===== config.mk =====
export PLATFORM = sky130hd
export DESIGN_NAME = inst_fetch
export DESIGN_NICKNAME = d
export VERILOG_FILES = /design/src/rtl/inst_fetch_pkg.sv /design/src/rtl/inst_assembler.sv /design/src/rtl/inst_fetch.sv
export SDC_FILE = /design/constraint.sdc
export NUM_CORES = 1
export LEC_CHECK = 0
export ABC_AREA = 1
export CORE_UTILIZATION = 25
export CTS_BUF_LIST = sky130_fd_sc_hd__clkbuf_8
export DETAILED_ROUTE_END_ITERATION = 12
export GPL_ROUTABILITY_DRIVEN = 0
export PLACE_DENSITY = 0.54
export SLEW_MARGIN = 5
export SYNTH_ARGS = -nofsm -noshare
export SYNTH_HDL_FRONTEND = slang
export SYNTH_SLANG_ARGS = --single-unit

===== constraint.sdc =====
create_clock -name clk -period 2.3 [get_ports clk]
set_input_delay 0.23 -clock clk [delete_from_list [all_inputs] [get_ports clk]]
set_output_delay 0.23 -clock clk [all_outputs]
set_load 0.02 [all_outputs]

===== src/rtl/inst_fetch_pkg.sv =====
// Shared types and constants for the instruction-fetch stage.
// Widths, polarities, FSM encodings and the IF/ID bundle.
package inst_fetch_pkg;

  localparam int AddrLen = 32;
  localparam int InstLen = 32;

  localparam logic [AddrLen-1:0] ZERO_WORD = '0;

  localparam logic True        = 1'b1;
  localparam logic False       = 1'b0;
  localparam logic ResetActive = 1'b0;

  typedef enum logic {
    IF_FETCH = 1'b0,
    IF_HOLD  = 1'b1
  } if_state_e;

  typedef struct packed {
    logic [AddrLen-1:0] pc;
    logic [InstLen-1:0] inst;
  } if_id_t;

  // Byte address of lane cnt of the word at pc; wraps mod 2^32.
  function automatic logic [AddrLen-1:0] lane_addr(
    input logic [AddrLen-1:0] pc,
    input logic [1:0]         cnt
  );
    return pc + {{(AddrLen-2){1'b0}}, cnt};
  endfunction

endpackage


===== src/rtl/inst_assembler.sv =====
// Little-endian byte assembly buffer for one instruction word.
// Lanes 0..2 are latched; lane 3 is taken straight from din.
module inst_assembler
  import inst_fetch_pkg::*;
(
  input  logic               clk,
  input  logic               rst,
  input  logic               en,
  input  logic               clr,
  input  logic               we,
  input  logic [1:0]         sel,
  input  logic [7:0]         din,
  output logic [InstLen-1:0] word
);

  logic [2:0][7:0] lane_q;

  // Latch the acked byte into its lane, or drop the partial word.
  always_ff @(posedge clk) begin
    if (rst == ResetActive) begin
      lane_q <= '0;
    end else if (en) begin
      if (clr) begin
        lane_q <= '0;
      end else if (we) begin
        unique case (1'b1)
          sel == 2'd0: lane_q[0] <= din;
          sel == 2'd1: lane_q[1] <= din;
          sel == 2'd2: lane_q[2] <= din;
          sel == 2'd3: ;
        endcase
      end
    end
  end

  assign word = {din, lane_q[2], lane_q[1], lane_q[0]};

endmodule


===== src/rtl/inst_fetch.sv =====
// RV32I fetch stage: builds each word from four byte reads
// and presents it to IF/ID, with stall and EX redirects.
module inst_fetch
  import inst_fetch_pkg::*;
#(
  parameter logic [AddrLen-1:0] RESET_PC = 32'h0000_0000
) (
  input  logic               clk,
  input  logic               rst,
  input  logic               rdy,
  input  logic               if_stall,
  input  logic               jmp_en,
  input  logic [AddrLen-1:0] jmp_target,
  output logic               mem_req,
  output logic [AddrLen-1:0] mem_addr,
  input  logic               mem_ack,
  input  logic [7:0]         mem_byte,
  output logic               if_valid,
  output logic [AddrLen-1:0] if_pc,
  output logic [InstLen-1:0] if_inst
);

  if_state_e          state_q;
  if_state_e          state_d;
  logic [1:0]         cnt_q;
  logic [AddrLen-1:0] pc_q;
  logic               valid_q;
  if_id_t             out_q;
  logic [InstLen-1:0] asm_word;

  logic in_fetch;
  logic ack_go;
  logic last_go;
  logic take_go;

  assign in_fetch = (state_q == IF_FETCH);
  assign ack_go   = !jmp_en && in_fetch && mem_ack;
  assign last_go  = ack_go && (cnt_q == 2'd3);
  assign take_go  = !jmp_en && !in_fetch && !if_stall;

  // State register; frozen while rdy is low.
  always_ff @(posedge clk) begin
    if (rst == ResetActive) begin
      state_q <= IF_FETCH;
    end else if (rdy) begin
      state_q <= state_d;
    end
  end

  // Next state: redirect wins, then word done, then consume.
  always_comb begin
    state_d = state_q;
    unique case (1'b1)
      jmp_en:  state_d = IF_FETCH;
      last_go: state_d = IF_HOLD;
      take_go: state_d = IF_FETCH;
      default: ;
    endcase
  end

  // Memory request follows registered state only.
  always_comb begin
    mem_req  = False;
    mem_addr = lane_addr(pc_q, cnt_q);
    if (in_fetch) begin
      mem_req = True;
    end
  end

  // PC, byte counter and the presented IF/ID bundle.
  always_ff @(posedge clk) begin
    if (rst == ResetActive) begin
      pc_q    <= RESET_PC;
      cnt_q   <= 2'd0;
      valid_q <= False;
      out_q   <= '{pc: ZERO_WORD, inst: ZERO_WORD};
    end else if (rdy) begin
      if (jmp_en) begin
        pc_q    <= jmp_target;
        cnt_q   <= 2'd0;
        valid_q <= False;
      end else if (ack_go) begin
        cnt_q <= cnt_q + 2'd1;
        if (cnt_q == 2'd3) begin
          valid_q <= True;
          out_q   <= '{pc: pc_q, inst: asm_word};
          pc_q    <= pc_q + 32'd4;
        end
      end else if (take_go) begin
        valid_q <= False;
        cnt_q   <= 2'd0;
      end
    end
  end

  inst_assembler u_asm (
    .clk  (clk),
    .rst  (rst),
    .en   (rdy),
    .clr  (jmp_en | take_go),
    .we   (ack_go),
    .sel  (cnt_q),
    .din  (mem_byte),
    .word (asm_word)
  );

  assign if_valid = valid_q;
  assign if_pc    = out_q.pc;
  assign if_inst  = out_q.inst;

endmodule


# == Word level (Yosys, flattened, before mapping) ==
# Index checks and enable logic that the tools add are counted.
# op_classes
add_sub_neg,3
n_mux,17
n_bitwise,3
reduce_logical,25
n_eq_ne,4
# ops
cell,count
2-to-1 mux 32 bit,3
2-to-1 mux 24 bit,2
adder 32 x 2 -> 32 bit,1
adder 32 x 3 -> 32 bit (second input constant),1
2-to-1 mux 8 bit,3
AND reduction 3 bit,5
nonzero test 2 bit,7
2-to-1 mux 2 bit,3
logical AND 1 bit,5
2-to-1 mux 1 bit,5
equality test 2 bit (second input constant),2
AND reduction 2 bit,2
AND reduction 4 bit,1
!= test 3 x 2 -> 1 bit (second input constant),1
nonzero test 3 bit,1
adder 2 x 1 -> 2 bit (second input constant),1
equality test 2 x 1 -> 1 bit (second input constant),1
zero test 1 bit,2
zero test 2 bit,1
NOT 1 bit,2
case mux 1 bit (2 select lines),1
OR reduction 2 bit,1
bitwise OR 1 bit,1
# word_totals
word_cells,61
regBits,124
inputBits,46
out_inout_bits,98

# == Longest topological paths before layout ==
# logic_depth
word_depth,6
mapped_depth,10
mapped_depth_nobuf,10

# == By module ==
# Synthesis repeated with hierarchy kept, for this count alone.
# hier_totals
hier_cells,935
area_unflattened_um2,6402.4
# modules_own_cells
mod,cells_per_inst,seq_area_each_um2,area_per_inst_um2,n_inst
inst_fetch,773,2001.9,5163.7,1
inst_assembler,162,480.5,1238.7,1

# == Worst setup path before layout ==
# Ideal clock, no wire load.
# synth_timing
path_kind,flip-flop to output port
from,register cnt_q[0]
to,output port mem_addr[12]
t_required_ns,2.070
stages_incl_launch_ff,8
slack_ns,0.132
arrival_ns,1.938
path_cell_list,dfxtp_1 > ha_1 > inv_1 > fa_1 > clkbuf_1 > nor2_1 > nand2_1 > xnor2_1
# synth_via
elab_chain_cells,1
# synth_rtl
item,line_no,source
"start, declared",inst_fetch.sv:25,logic [1:0] cnt_q;
"start signal, assigned",inst_fetch.sv:83,cnt_q <= cnt_q + 2'd1;
adder 32 x 2 -> 32 bit,inst_fetch_pkg.sv:29,"return pc + {{(AddrLen-2){1'b0}}, cnt};"
"end, declared",inst_fetch.sv:15,"output logic [AddrLen-1:0] mem_addr,"
# No other way between the ends.

# == Final worst setup path ==
# layout_timing
from,register pc_q[0]
to,output port mem_addr[14]
# layout_via
elab_chain_cells,1
# layout_rtl
item,line_no,source
"start, declared",inst_fetch.sv:26,logic [AddrLen-1:0] pc_q;
"start signal, assigned",inst_fetch.sv:79,pc_q <= jmp_target;
"start signal, assigned",inst_fetch.sv:87,pc_q <= pc_q + 32'd4;
adder 32 x 2 -> 32 bit,inst_fetch_pkg.sv:29,
# No other way between the ends.

==> summary.txt <==
Outcome
  • Status: finished with violations
  • Failing checks: negative setup slack

Synthesis
  • Leading area contributor after synthesis: dfxtp_1
  • Commonest cells post-synth: nand2_1 (201), nor2_1 (146), dfxtp_1 (124), a21oi_1 (88), o21ai_0 (82)
  • Top cell type's share of synthesized area: 39.0%
  • YS warnings: 0
  • Main flop type after synthesis: dfxtp_1
  • Synth Net Count: 961
  • Ys async rst share: 0%
  • Post-synthesis cell area: 6360 sq um
  • Synth Register Bits: 124
  • Top-count cell post-synth: nand2_1
  • Cells taking the most area after synthesis: dfxtp_1 (39%), nand2_1 (12%), nor2_1 (8.6%)
  • Post-synthesis sequential area ratio: 39.0%
  • Post-synth EDFFs: 0
  • Post-synthesis cell count: 907
  • Mean post-synth cell area: 7.01 sq um
  • Post-synth cell types: 37

Critical path
  • CP bufs+invs: 4
  • WP data required: 2070 ps
  • Critical-path top delay cell: fa_2
  • Reg2reg path depth: 7
  • CP top delay family: adder cells
  • Setup crit start kind: flop
  • Worst path max stage delay: 440 ps
  • Critical path arrival: 2130 ps
  • Most used cell, CP: buf_4
  • CP Max Fanout: 5
  • CP Class: reg -> out
  • R2R setup slack: 490 ps
  • Cells along the critical path: ha_4, inv_2, fa_2, buf_4, buf_6, nor2_4, xor2_1, buf_4
  • CP Capture Type: output port
  • Crit path depth: 8

Cells and area
  • Final cell count without fillers: 1463
  • Nets: 1176
  • Fillers: 2667
  • Antenna diodes: 0
  • Syn-to-layout area delta: 46.1%
  • Layout cells sized above 1: 23.9%

Routing
  • Routed WL per cell: 15.1 microns
  • Antenna Nets Post-Route: 0
  • Iteration-0 DRC Markers: 385
  • Via density: 4.45
  • Vias: 6504
  • Remaining DRCs: 0
  • DRT Wirelength: 22100 microns
  • Drt first pass iters: 5

STA
  • Final setup margin: -59.5 ps
  • Fin crit share: 103%
  • Final Max Tran Viols: 0
  • Slew @ Worst Pin: 731 ps
  • Max-slew headroom: 51.2%
  • Post-route setup TNS: -319 ps
  • Peak Freq: 424 MHz
  • Minimum clock period: 2360 ps
  • RSZ-0062 raised after global routing: yes
  • Final Hold Viols: 0
  • Setup Skew: 13.1 ps
  • Setup-failing EPs final: 8

Clock tree
  • # hold bufs at CTS: 0
  • CTS tree: done
  • Clock Sinks: 124
  • H-tree lvl count: 4
  • Root buffer cell: clkbuf_8
  • Clk_lat worst skew: 450 ps
  • Clock Pin Slew Worst Setup and Hold Paths: 70 ps
  • Num CTS Buffers: 17
  • Clk buf depth: 2

Floorplan
  • Starting Density: 25.4%
  • Core box area: 25000 sq um
  • Die height: 161 microns
  • Die ar.: 26100 sq um
  • Die W: 161 microns
  • I/O pin cnt: 144
  • Site row count: 58

Min path
  • Hold WC Path Type: in -> reg
  • Hold Path Stages: 3

GRT
  • Largest net degree at the start of global routing: 70
  • GR Util met1: 23.3%
  • Number of global-route vias before repair: 6276
  • Met2 capacity usage during global routing: 27.0%
  • Gr busiest metal: met2
  • First-pass GRT wire length: 34800 microns
  • Total grt overflow: 0
  • Initial antenna violation count: 0
  • Gr usage total: 17.2%
  • M3 GR Usage: 2.90%

Pwr
  • Peak supply drop: 0.226 mV
  • Total power: 0.00484 W
  • Power density cells: 521 nW/um^2
  • Pleak: 4.03 nW

Placement
  • Placed cell count: 1424
  • DP HPWL: 16500 microns
  • Port Buffers: 143

Run
  • Max cap viols: 0
==> cell usage in the layout, fill, tap and decap left out, drive strengths merged <==
cell,Yosys,final
xor2,26,26
o211ai,1,1
a21oi,94,94
clkinv,1,4
nor2,169,169
a211oi,4,4
or2,2,2
fa,1,1
inv,68,70
nor3,1,1
clkdlybuf4s50,0,111
xnor2,4,4
a31oi,1,1
dfxtp,124,124
o21ai,91,91
nand4,8,8
bufinv,0,3
nand3,30,30
nand3b,1,1
o31ai,1,1
dlygate4sd2,0,1
buf,34,132
clkbuf,14,21
o21bai,1,1
nand2,222,222
and2,2,2
clkinvlp,0,1
ha,7,7
==> sequential cells by signal, summed over array words and instances, names as in the netlist <==
register / flops
u_asm.word: 24
if_valid: 1
pc_q: 32
if_inst: 32
state_q: 1
if_pc: 32
cnt_q: 2
==> layout make-up <==
type	count	area, sq um	area share, %
clock inverters	9	120	1.29
well taps	330	413	4.44
inverters	69	259	2.79
multi-input cells	666	3560	38.3
clock buffers	21	289	3.11
flip-flops and latches	124	2500	26.9
repair buffers	244	2150	23.1
==> what timing repair did <==
action / 4_1_cts / 5_1_grt
resized for setup: 170 / 41
endpoints found under the setup margin: 31 / 29
setup buffers: 2 / 8
pin swaps: 19 / 18
==> worst paths after layout <==
kind	endpoint	from
setup / recovery	mem_addr[14]	pc_q[0]
hold / removal	if_inst[23]	rst
setup reg to reg	if_pc[2]	cnt_q[0]
hold reg to reg	if_pc[2]	if_pc[2]
==> per-layer routing <==
layer  vias to the layer above  routed length [microns]
li1                       3323                        -
met1                      2993                    10800
met2                       155                     9850
met3                        33                      909
met4                         0                      553
met5                         -                        0
==> power breakdown <==
| group | switching, W | internal, W |
|---|---|---|
| Clock | 0.000889 | 0.00116 |
| Combinational | 0.000325 | 0.000246 |
| Sequential | 0.0000321 | 0.00219 |
==> metrics by stage <==
step / area [sq um] / hold WS [ps] / worst slack (ps) / utilization (%)
CTS: 9110 / 31.2 / -147 / 36.4
finish: 9290 / 65.9 / -59.5 / 37.1
detailed placement: 8660 / 452 / -197 / 34.6
floorplan: 6360 / 378 / 132 / -
global placement: 8660 / 451 / -208 / 34.6
global route: 9290 / 46.7 / -153 / 37.1
==> tightest hold or removal path, delay by kind of cell <==
family / cells / cell delay, ps
buffers and inverters: 1 / 130
AND/OR/NAND/NOR: 1 / 40
AO/OA/AOI/OAI: 1 / 70
==> cells by family after synthesis <==
| group | share of synthesized area [%] |
|---|---|
| simple gates | 30.9 |
| compound gates | 16.0 |
| flops | 39.0 |
| buf+inv | 8.21 |
| xor+xnor | 4.13 |
| fa+ha+maj | 1.69 |
No activity file was read; power rests on OpenSTA's default activity.
==> patch: new RTL, config.mk and constraints unchanged <==
The package constant `AddrLen` goes from 32 to 64.
--- a/src/rtl/inst_fetch_pkg.sv
+++ b/src/rtl/inst_fetch_pkg.sv
@@ -2,7 +2,7 @@
 // Widths, polarities, FSM encodings and the IF/ID bundle.
 package inst_fetch_pkg;
 
-  localparam int AddrLen = 32;
+  localparam int AddrLen = 64;
   localparam int InstLen = 32;
 
   localparam logic [AddrLen-1:0] ZERO_WORD = '0;
Interface: changed (resized if_pc, jmp_target and mem_addr); port bits go from 144 to 240. The function was not compared with the original's and may differ.
==> patch against the original RTL <==
Global-route usage grew 3.9 points; critical endpoint is now mem_addr[41]; sequential share of layout area shrank 5.0 points; maximum frequency shrank 11%; synthesized area grew 67%; utilization grew 4.7 points; highest routed layer unchanged; total power grew 42%; worst hold slack gained 0.16 ns; the run still ends with setup timing left; synthesized cell count grew 77%; setup slack lost 0.28 ns; sequential cell count grew 64; wire length grew 120%; cell count grew 80%; design area grew 89%.
==> patch: results (changes against the original RTL) <==
Logic synthesis
  – Synth Area in Compound Gates: 0.152 (-0.00802)
  – Largest cells by area after synthesis: dfxtp_1 (35%), nand2_1 (14%), nor2_1 (9.5%), o21ai_0 (6.9%), a21oi_1 (6.6%)
  – Syn nets: 1690 (+76%)
  – Distinct cells, synth: 43 (+16%)
  – Synth Area in Adders: 0.0101 (-0.00682)

STA
  – Worst Skew: 0.0197 ns (+0.00655 ns)
  – # setup viols final: 61 (+53)
  – Final WS setup: -0.337 ns (-0.277 ns)

Worst setup path
  – Worst setup endpoint: mem_addr[41]
  – R2R setup slack: 0.28 ns (-0.21 ns)
  – Capture point of the worst reg-to-reg path: pc_q[23]$_SDFFE_PN0P_
  – CP arrival: 2.41 ns (+0.28 ns)
  – Critical Path Start: pc_q[12]$_SDFFE_PN0P_
  – R2r worst-path depth: 11 (+4)

Run status
  – Status: finished, violations left
  – Failing checks: setup timing

Placed design
  – Cell count after placement: 2559 (+80%)
  – Port Buf Inserts: 239 (+67%)

Finish
  – Layout cell share with drive strength beyond 1: 0.338 (+0.0986)
  – Nets: 2172 (+85%)

Drt
  – Starting DRT DRC Count: 946 (+150%)
  – WL met3: 2740 µm (+200%)
  – Met2 WL: 22500 µm (+130%)

Power and ir drop
  – Maximum VDD drop: 0.342 mV (+51%)

GRT
  – First-pass GRT wire length: 70200 µm (+100%)
## patch: changes by cell type in the layout (fill, tap and decap cells not counted), moves of 52 or more
cell,unedited run,this run
nor2_1,136,218
clkdlybuf4s50_1,111,174
o21ai_0,82,147
nor2_4,18,73
nand2_1,198,365
a21oi_1,86,138
buf_4,112,283
buf_6,7,70
## patch: worst max-delay path, cell delays in order, from the launching register on
cell,delay [ns]
dfxtp_1,0.41
nand2_2,0.13
buf_4,0.15
inv_1,0.08
nand2_4,0.07
nor2_8,0.16
nand2_4,0.08
nor2_4,0.16
buf_6,0.14
nand2_4,0.05
nor2_4,0.12
xor2_2,0.17
buf_6,0.15
## patch: cells by family after synthesis
family,Yosys count
compound gates,312
xor+xnor,66
flops,188
buf+inv,187
fa+ha+maj,8
simple gates,843
## patch: how the worst min path moves through the flow
| stage | startpoint | to | slack, ns |
|---|---|---|---|
| 2_1_floorplan | jmp_target[4] | pc_q[4]$_SDFFE_PN0P_ | 0.38 |
| 3_3_place_gp | u_asm.word[14]$_SDFFE_PN0P_ | u_asm.word[14]$_SDFFE_PN0P_ | 0.45 |
| 3_5_place_dp | u_asm.word[14]$_SDFFE_PN0P_ | u_asm.word[14]$_SDFFE_PN0P_ | 0.45 |
| 4_1_cts | jmp_en | pc_q[1]$_SDFFE_PN0P_ | 0.20 |
| 5_1_grt | rst | if_pc[46]$_SDFFE_PN0P_ | 0.25 |
| 6_report | jmp_en | pc_q[1]$_SDFFE_PN0P_ | 0.23 |
## patch: area by class of cell
type	count	area (µm²)
Tap cell	539	674
Multi-Input combinational cell	1229	7240
Fill cell	4292	24400
Inverter	104	403
Timing Repair Buffer	546	4960
Sequential cell	188	3840
Clock buffer	18	248
Clock inverter	14	175
## patch: metal layers
metal / vias up / global-route usage
li1: 6058 / -
met1: 5905 / 0.279
met3: 71 / 0.0338
met4: 0 / 0.0766
met2: 413 / 0.346
met5: - / 0
## patch: power by group
group | total [W] | switching, W | internal (W)
Combinational | 0.00103 | 0.000577 | 0.000452
Clock | 0.00246 | 0.00151 | 0.000953
Sequential | 0.00339 | 0.0000704 | 0.00332
Total | 0.00688 | 0.00215 | 0.00472
## patch: per-stage QoR
stage	power (W)	setup TNS (ns)	instance area, µm²	worst slack, ns	util
2_1_floorplan	0.00390	0	10600	0.117	-
3_3_place_gp	0.00442	-13.01	15400	-0.488	0.367
3_5_place_dp	0.00442	-14.37	15400	-0.540	0.367
4_1_cts	0.00692	-15.45	16700	-0.407	0.399
5_1_grt	0.00714	-16.51	17500	-0.391	0.418
6_report	0.00688	-11.42	17500	-0.337	0.418
## patch: repair_timing
| action | in CTS | in global routing |
|---|---|---|
| resized for setup | 529 | 165 |
| setup endpoints to repair | 63 | 62 |
| setup buffers | 25 | 30 |
| gates cloned | 1 | 1 |
| pin swaps | 72 | 71 |
